$ cat src/rtl/wash_prog_ctrl.sv
// Washing-machine program sequencer: FILL -> WASH -> RINSE -> SPIN -> DONE with
// pause, door interlock, fill timeout and a sticky FAULT state.
module wash_prog_ctrl #(
    parameter int FILL_TMO = 15
) (
    input  logic       clk,
    input  logic       rst,
    input  logic       start,
    input  logic [1:0] prog,
    input  logic       pause,
    input  logic       door_closed,
    input  logic       water_full,
    input  logic       clr_fault,
    output logic [2:0] phase,
    output logic       valve_on,
    output logic       motor_on,
    output logic       motor_fast,
    output logic       door_lock,
    output logic       busy,
    output logic       done,
    output logic       fault
);

    typedef enum logic [2:0] {
        S_IDLE  = 3'd0,
        S_FILL  = 3'd1,
        S_WASH  = 3'd2,
        S_RINSE = 3'd3,
        S_SPIN  = 3'd4,
        S_DONE  = 3'd5,
        S_FAULT = 3'd7
    } state_t;

    localparam logic [3:0] FILL_LAST = 4'(FILL_TMO - 1);

    state_t     state_q, state_d;
    logic [3:0] cnt_q, cnt_d;
    logic [1:0] prog_q, prog_d;

    // Number of unpaused cycles spent in each timed phase for each program.
    function automatic logic [3:0] phase_len(input logic [1:0] p, input state_t s);
        logic [3:0] len;
        len = 4'd1;
        case (p)
            2'd0: begin
                case (s)
                    S_WASH:  len = 4'd4;
                    S_RINSE: len = 4'd3;
                    S_SPIN:  len = 4'd4;
                    default: len = 4'd1;
                endcase
            end
            2'd1: begin
                case (s)
                    S_WASH:  len = 4'd8;
                    S_RINSE: len = 4'd5;
                    S_SPIN:  len = 4'd8;
                    default: len = 4'd1;
                endcase
            end
            2'd2: begin
                case (s)
                    S_WASH:  len = 4'd12;
                    S_RINSE: len = 4'd6;
                    S_SPIN:  len = 4'd10;
                    default: len = 4'd1;
                endcase
            end
            default: len = 4'd1;
        endcase
        return len;
    endfunction

    always_ff @(posedge clk or posedge rst) begin
        if (rst) begin
            state_q <= S_IDLE;
            cnt_q   <= 4'd0;
            prog_q  <= 2'd0;
        end else begin
            state_q <= state_d;
            cnt_q   <= cnt_d;
            prog_q  <= prog_d;
        end
    end

    // Door interlock beats pause, pause beats progress; the counter restarts on any phase change.
    always_comb begin
        state_d = state_q;
        cnt_d   = cnt_q;
        prog_d  = prog_q;
        case (state_q)
            S_IDLE: begin
                if (start && door_closed && (prog != 2'd3)) begin
                    state_d = S_FILL;
                    prog_d  = prog;
                end
            end
            S_FILL: begin
                if (!door_closed) begin
                    state_d = S_FAULT;
                end else if (!pause) begin
                    if (water_full) begin
                        state_d = S_WASH;
                    end else if (cnt_q == FILL_LAST) begin
                        state_d = S_FAULT;
                    end else begin
                        cnt_d = cnt_q + 4'd1;
                    end
                end
            end
            S_WASH, S_RINSE, S_SPIN: begin
                if (!door_closed) begin
                    state_d = S_FAULT;
                end else if (!pause) begin
                    if (cnt_q == phase_len(prog_q, state_q) - 4'd1) begin
                        case (state_q)
                            S_WASH:  state_d = S_RINSE;
                            S_RINSE: state_d = S_SPIN;
                            default: state_d = S_DONE;
                        endcase
                    end else begin
                        cnt_d = cnt_q + 4'd1;
                    end
                end
            end
            S_DONE: begin
                state_d = S_IDLE;
            end
            S_FAULT: begin
                if (clr_fault) begin
                    state_d = S_IDLE;
                end
            end
            default: begin
                state_d = S_IDLE;
            end
        endcase
        if (state_d != state_q) begin
            cnt_d = 4'd0;
        end
    end

    always_comb begin
        valve_on   = 1'b0;
        motor_on   = 1'b0;
        motor_fast = 1'b0;
        door_lock  = 1'b0;
        busy       = 1'b0;
        done       = 1'b0;
        fault      = 1'b0;
        case (state_q)
            S_FILL: begin
                valve_on  = !pause;
                door_lock = 1'b1;
                busy      = 1'b1;
            end
            S_WASH, S_RINSE: begin
                motor_on  = !pause;
                door_lock = 1'b1;
                busy      = 1'b1;
            end
            S_SPIN: begin
                motor_on   = !pause;
                motor_fast = !pause;
                door_lock  = 1'b1;
                busy       = 1'b1;
            end
            S_DONE:  done  = 1'b1;
            S_FAULT: fault = 1'b1;
            default: ;
        endcase
    end

    assign phase = state_q;

endmodule

$ cat config.mk
export PLATFORM = sky130hd
export DESIGN_NAME = wash_prog_ctrl
export DESIGN_NICKNAME = d
export VERILOG_FILES = /design/src/rtl/wash_prog_ctrl.sv
export SDC_FILE = /design/constraint.sdc
export NUM_CORES = 1
export LEC_CHECK = 0
export ABC_AREA = 1
export CAP_MARGIN = 20
export CORE_MARGIN = 4
export CORE_UTILIZATION = 25
export DETAILED_ROUTE_END_ITERATION = 8
export GPL_TIMING_DRIVEN = 1
export PLACE_DENSITY = 0.45
export SYNTH_ARGS = -nofsm -noshare
export SYNTH_HDL_FRONTEND = slang
export SYNTH_SLANG_ARGS = --single-unit
$ cat constraint.sdc
create_clock -name clk -period 2.2 [get_ports clk]
set_input_delay 0.44 -clock clk [delete_from_list [all_inputs] [get_ports clk]]
set_output_delay 0.44 -clock clk [all_outputs]
set_load 0.05 [all_outputs]
---- Yosys cells after proc, flatten, opt, wreduce, memory -nomap -nowiden ----
Index checks and enable logic that the tools add are counted.
storage, ports and cells
  bits of input ports ..................... 9
  bits in registers ....................... 9
  output and inout bits ................... 10
  logic and storage cells ................. 68
operators by class
  $add $sub $neg .......................... 2
  mux-type cells .......................... 33
  reduce and logical (&&, ||, !) cells .... 11
  eq/ne operators ......................... 19
operators with widths
  operator               count
  $mux W4                11
  $mux W3                9
  $pmux W4 S3            2
  $pmux W4 S2            2
  $ne A3 B3 Y1 const B   4
  $pmux W3 S2            2
  $pmux W3 S4            1
  $eq A3 B3 Y1 const B   3
  $reduce_and A8 Y1      1
  $eq A3 B2 Y1 const B   2
  $mux W1                6
  $ne A3 B2 Y1 const B   2
  $add A4 B1 Y4 const B  1
  $eq A4 B4 Y1           1
  $eq A4 B4 Y1 const B   1
  $reduce_or A4 Y1       1
  $sub A4 B1 Y4 const B  1
  $eq A3 B1 Y1 const B   1
  $logic_not A3 Y1       1
  $ne A3 B1 Y1 const B   1
  $ne A3 B3 Y1           1
  $reduce_bool A3 Y1     1
  $reduce_or A3 Y1       1
  $eq A2 B1 Y1 const B   1
  7 further kinds        8

---- Longest topological paths before layout ----
  depth after elaboration ................. 16
  gate-level depth with buffers ........... 21
  depth with buffers taken out ............ 21

---- Worst setup path after synthesis ----
OpenSTA, ideal clock, no wires.
  path kind ............................... flip-flop to flip-flop
  from .................................... reg state_q[1] (netlist: phase[1])
  to ...................................... reg cnt_q[3]
  path buffers ............................ 1
  stages on the path, launching flop included .. 15
  data arrival time ....................... 2566 ps
  setup time .............................. 86 ps
  clock period less this slack ............ 2652 ps
  data required time ...................... 2114 ps
  setup slack ............................. -452 ps
  path through ............................ dfrtp_1 > buf_6 > nor2_2 > nand2_2 > nand2_2 > inv_1 > nor2_1 > inv_1 > o41ai_1 > o21ai_2 > inv_2 > nand2_1 > nand2_1 > nand2_1 > nor3_1
between the ends
  word-level cells in the longest chain between the ends .. 16
RTL lines
  item                                                 line    RTL
  start, declared                                      36      state_t state_q, state_d;
  start signal, assigned                               80      state_q <= state_d;
  $eq A3 B2 Y1 / $eq A3 B3 Y1 (equally long branches)  -
  $reduce_or A2 Y1 (no line)                           -
  $pmux W4 S2 / $pmux W3 S2 (equally long branches)    54, 46
  $pmux W4 S3                                          44      case (p)
  $mux W4                                              114     end else if (!pause) begin
  $mux W4                                              112     if (!door_closed) begin
  $mux W4                                              91      case (state_q)
  $sub A4 B1 Y4                                        115     if (cnt_q == phase_len(prog_q, state_q) - 4'd1) begin
  $eq A4 B4 Y1                                         115
  $mux W3                                              115
  $mux W3                                              114
  $mux W3                                              112
  $pmux W3 S4                                          91
  $ne A3 B3 Y1                                         138     if (state_d != state_q) begin
  $ne A3 B3 Y1 (no line) (tied with other cells)       -
  $reduce_and A8 Y1 (no line)                          -
  end signal, assigned                                 81      cnt_q <= cnt_d;
  end, declared                                        37      logic [3:0] cnt_q, cnt_d;
Several ways; a longest one is shown, not always the timed one. The select of a mux whose other input is x is not followed.
A chain may end at the register's enable or synchronous reset.

---- Worst setup path in the final report ----
  from .................................... reg state_q[0] (netlist: phase[0])
  to ...................................... reg cnt_q[3]
between the ends
  word-level cells in the longest chain between the ends .. 16
RTL lines
  item                                                 line
  $eq A3 B2 Y1 / $eq A3 B3 Y1 (equally long branches)  -
  $reduce_or A2 Y1 (no line)                           -
  $pmux W4 S2 / $pmux W3 S2 (equally long branches)    54, 46
  $pmux W4 S3                                          44
  $mux W4                                              114
  $mux W4                                              112
  $mux W4                                              91
  $sub A4 B1 Y4                                        115
  $eq A4 B4 Y1                                         115
  $mux W3                                              115
  $mux W3                                              114
  $mux W3                                              112
  $pmux W3 S4 (*)                                      91
  named net state_d[2]                                 36
  $ne A3 B3 Y1 (*)                                     138
  $ne A3 B3 Y1 (no line) (tied with other cells)       -
  $reduce_and A8 Y1 (no line)                          -
The timed path passes the listed nets; every way through them passes the cells marked *. The select of a mux whose other input is x is not followed.

==> flow_summary_export.csv <==
group,metric,value,unit
outcome,outcome,"complete, but fails checks",
outcome,failed_checks,"setup timing",
floorplan,die_x,67.9,um
yosys,syn_avg_cell_area,6.32,um2
setup_path,crit_start,"phase[0]",
routing,drt_iter0_markers,39,
floorplan,core,0.00339,mm2
setup_path,arrival,2.60,ns
place,place_area,0.00145,mm2
routing,avgViaCountPerCell,4.42,
power_and_ir_drop,peakVddDrop,916,uV
setup_path,r2r-start,"phase[0]",
setup_path,worst_setup_path_end_kind,"register",
timing,fin_tns_setup,-1.09,ns
final_layout,diodes,0,
place,routabilityCongestion,0.893,
timing,drv_slew,0,
routing,routedWlPerCell,12.1,um
clock_tree,numCtsBuffers,3,
worst_hold_path,hold_path_class,"input pin to asynchronous set/reset pin",
floorplan,start_util,26.5,%
clock_tree,clk_latency,0.26,ns
global_route,grt_max_degree,10,
place,portBuffers,18,
setup_path,r2r.worst_path.cells,19,
timing,fmax,414,MHz
timing,rsz0062_at_grt,"yes",
final_layout,layout.cells.non_filler,249,
setup_path,cp_data_required_time,2.38,ns
setup_path,rr_endpoint,"cnt_q[3]",
power_and_ir_drop,power,2.86,mW
setup_path,start_kind,"register",
final_layout,synthToLayoutAreaGrowth,81.7,%
timing,finalSetupViolations,6,
final_layout,fillers,337,
clock_tree,cts_tree,"yes",
place,preCtsSetupSlack,-0.245,ns
yosys,ys_seq_area_share,25.1,%
global_route,antenna_found_initial,0,
floorplan,ios,19,
floorplan,die_area,0.00461,mm2
routing,totalWireLength,3020,um
place,placed_cells,239,
yosys,synthCells,142,
setup_path,crit_type,"register to register",
timing,fin_ws,-0.215,ns
timing,tightest_slew,0.518,ns
clock_tree,cts-htree-levels,1,
timing,skew,0.00182,ns
clock_tree,holdBufCountCts,0,
final_layout,nets,216,
clock_tree,clk_pin_slew,0.07,ns
routing,drcViolationCount,0,
timing,finalCritPeriodShare,110,%
timing,period_needed,2.41,ns
clock_tree,clock-root-buffer,"clkbuf_4",
timing,hold_viol_final,0,
clock_tree,clock_path_buffers,2,
power_and_ir_drop,power.density,1750,mW/mm2
yosys,ys_types,25,
yosys,synth_warnings,0,
final_layout,utilization,48.1,%
run,maxCapViolCount,0,
yosys,synth_fp_nets,154,
yosys,ys_seq_elements,9,
timing,slew_headroom,65.4,%
setup_path,crit_end,"cnt_q[3]",
global_route,grt_pass1_wl,4950,um
floorplan,fp.dieH,67.9,um
routing,num_vias,1101,
timing,fin_hold_ws,0.437,ns
setup_path,reg2reg_slack,-0.21,ns
setup_path,path_max_fanout,4,
floorplan,core.rowCount,21,
place,dpl.hpwl,2460,um
routing,final_antenna_net_count,0,
global_route,grt_usage,14.0,%
power_and_ir_drop,p_leak,0.793,nW
global_route,grt_overflow,0,
clock_tree,clock_sinks,9,
final_layout,final_cell_area,0.00163,mm2
global_route,first_global_vias,1104,
routing,drt_first_pass_iters,4,
yosys,netlist_area,897,um2
final_layout,drive_gt1_share,47.8,%
-- worst max-delay path: stages, from the launching register on --
cell and delay [ns]:
dfrtp_4 0.51, nor2_4 0.11, nand2_2 0.08, o21ai_2 0.16
nand2_2 0.08, ha_4 0.17, xor2_2 0.17, inv_1 0.08
nand3_2 0.09, nand2_1 0.09, nand2_2 0.07, nor2_4 0.10
nand3_2 0.07, nand2_2 0.07, nand2_2 0.06, nand2_2 0.07
nand2_1 0.06, nand2_2 0.07, nand2_4 0.07, nor3_2 0.16
-- per-layer routing --
metal	share of wire (%)	routed length (um)	global-route usage (%)
met1	46	1380	18.1
met2	51	1530	25.0
met3	2.4	72	1.48
met4	1.3	40	3.23
met5	0	0	0
-- repair_timing --
item / CTS / global route
buffers inserted: 3 / 5
endpoints found under the setup margin: 6 / 7
pin swaps: 12 / 10
resized for setup: 7 / 21
-- layout make-up --
cell class	count	area [um2]	share of cell area [%]
inverter	22	82.6	5.07
multi-input combinational	109	696	42.7
tap	46	57.6	3.53
sequential	9	231	14.2
clock buffer	4	26.3	1.61
timing repair buffer	59	537	32.9
-- Yosys cell counts, drive strengths merged --
library cell | n | area [um2]
xor2 | 3 | 26.3
nor4 | 1 | 6.26
o21bai | 1 | 7.51
nand3 | 15 | 90.1
o211ai | 1 | 7.51
nor3 | 7 | 35.0
dfrtp | 9 | 225
buf | 2 | 18.8
o21ai | 5 | 28.8
a31oi | 1 | 6.26
a21oi | 3 | 15.0
o41ai | 1 | 8.76
nand4 | 1 | 6.26
a2111oi | 1 | 10.0
a41oi | 1 | 8.76
inv | 22 | 82.6
ha | 3 | 37.5
nand2 | 51 | 216
nor2 | 14 | 60.1
-- where the power goes --
group	total, mW	switching, mW	internal, mW
registers	0.296	0.0664	0.229
clock network	0.131	0.0608	0.0700
logic	2.43	1.33	1.10
-- flip-flops by register name, indices dropped and copies added, names as in the netlist --
name	count
cnt_q	4
phase	3
prog_q	2
-- cells in the final DEF (no fill, tap or decap), types with 2 or more instances in the layout --
master / Yosys / final
buf_4: 1 / 42
clkdlybuf4s50_1: 0 / 11
a21oi_1: 3 / 2
nand3_2: 3 / 4
inv_1: 19 / 19
nor2_1: 11 / 9
ha_1: 3 / 2
xor2_1: 3 / 2
nand2_2: 10 / 19
nor3_2: 0 / 4
dfrtp_2: 0 / 2
inv_2: 3 / 3
o21ai_0: 4 / 2
nor2_4: 0 / 2
nand3_1: 12 / 10
nand2_4: 0 / 2
dfrtp_1: 9 / 6
nor2_2: 3 / 3
buf_12: 0 / 5
nor3_1: 7 / 3
clkbuf_4: 0 / 3
nand2_1: 41 / 30
-- cell families (layout without fill, tap and decap cells) --
family | after synthesis | after routing | synth area share, %
fa+ha+maj | 3 | 3 | 4.18
buf+inv | 24 | 85 | 11.3
compound gates | 14 | 14 | 10.3
simple gates | 89 | 89 | 46.2
flops | 9 | 9 | 25.1
xor+xnor | 3 | 3 | 2.93
-- how the worst min path moves through the flow --
stage | to | start | slack [ns] | cells past startpoint
finish | prog_q[0] | rst | 0.44 | 2
floorplan | cnt_q[0] | rst | 0.27 | 1
detailed placement | cnt_q[0] | cnt_q[0] | 0.66 | 2
global placement | cnt_q[3] | cnt_q[3] | 0.66 | 3
global route | prog_q[1] | rst | 0.46 | 2
CTS | prog_q[1] | rst | 0.44 | 2
Note: power is estimated with default switching activity, not from simulation.
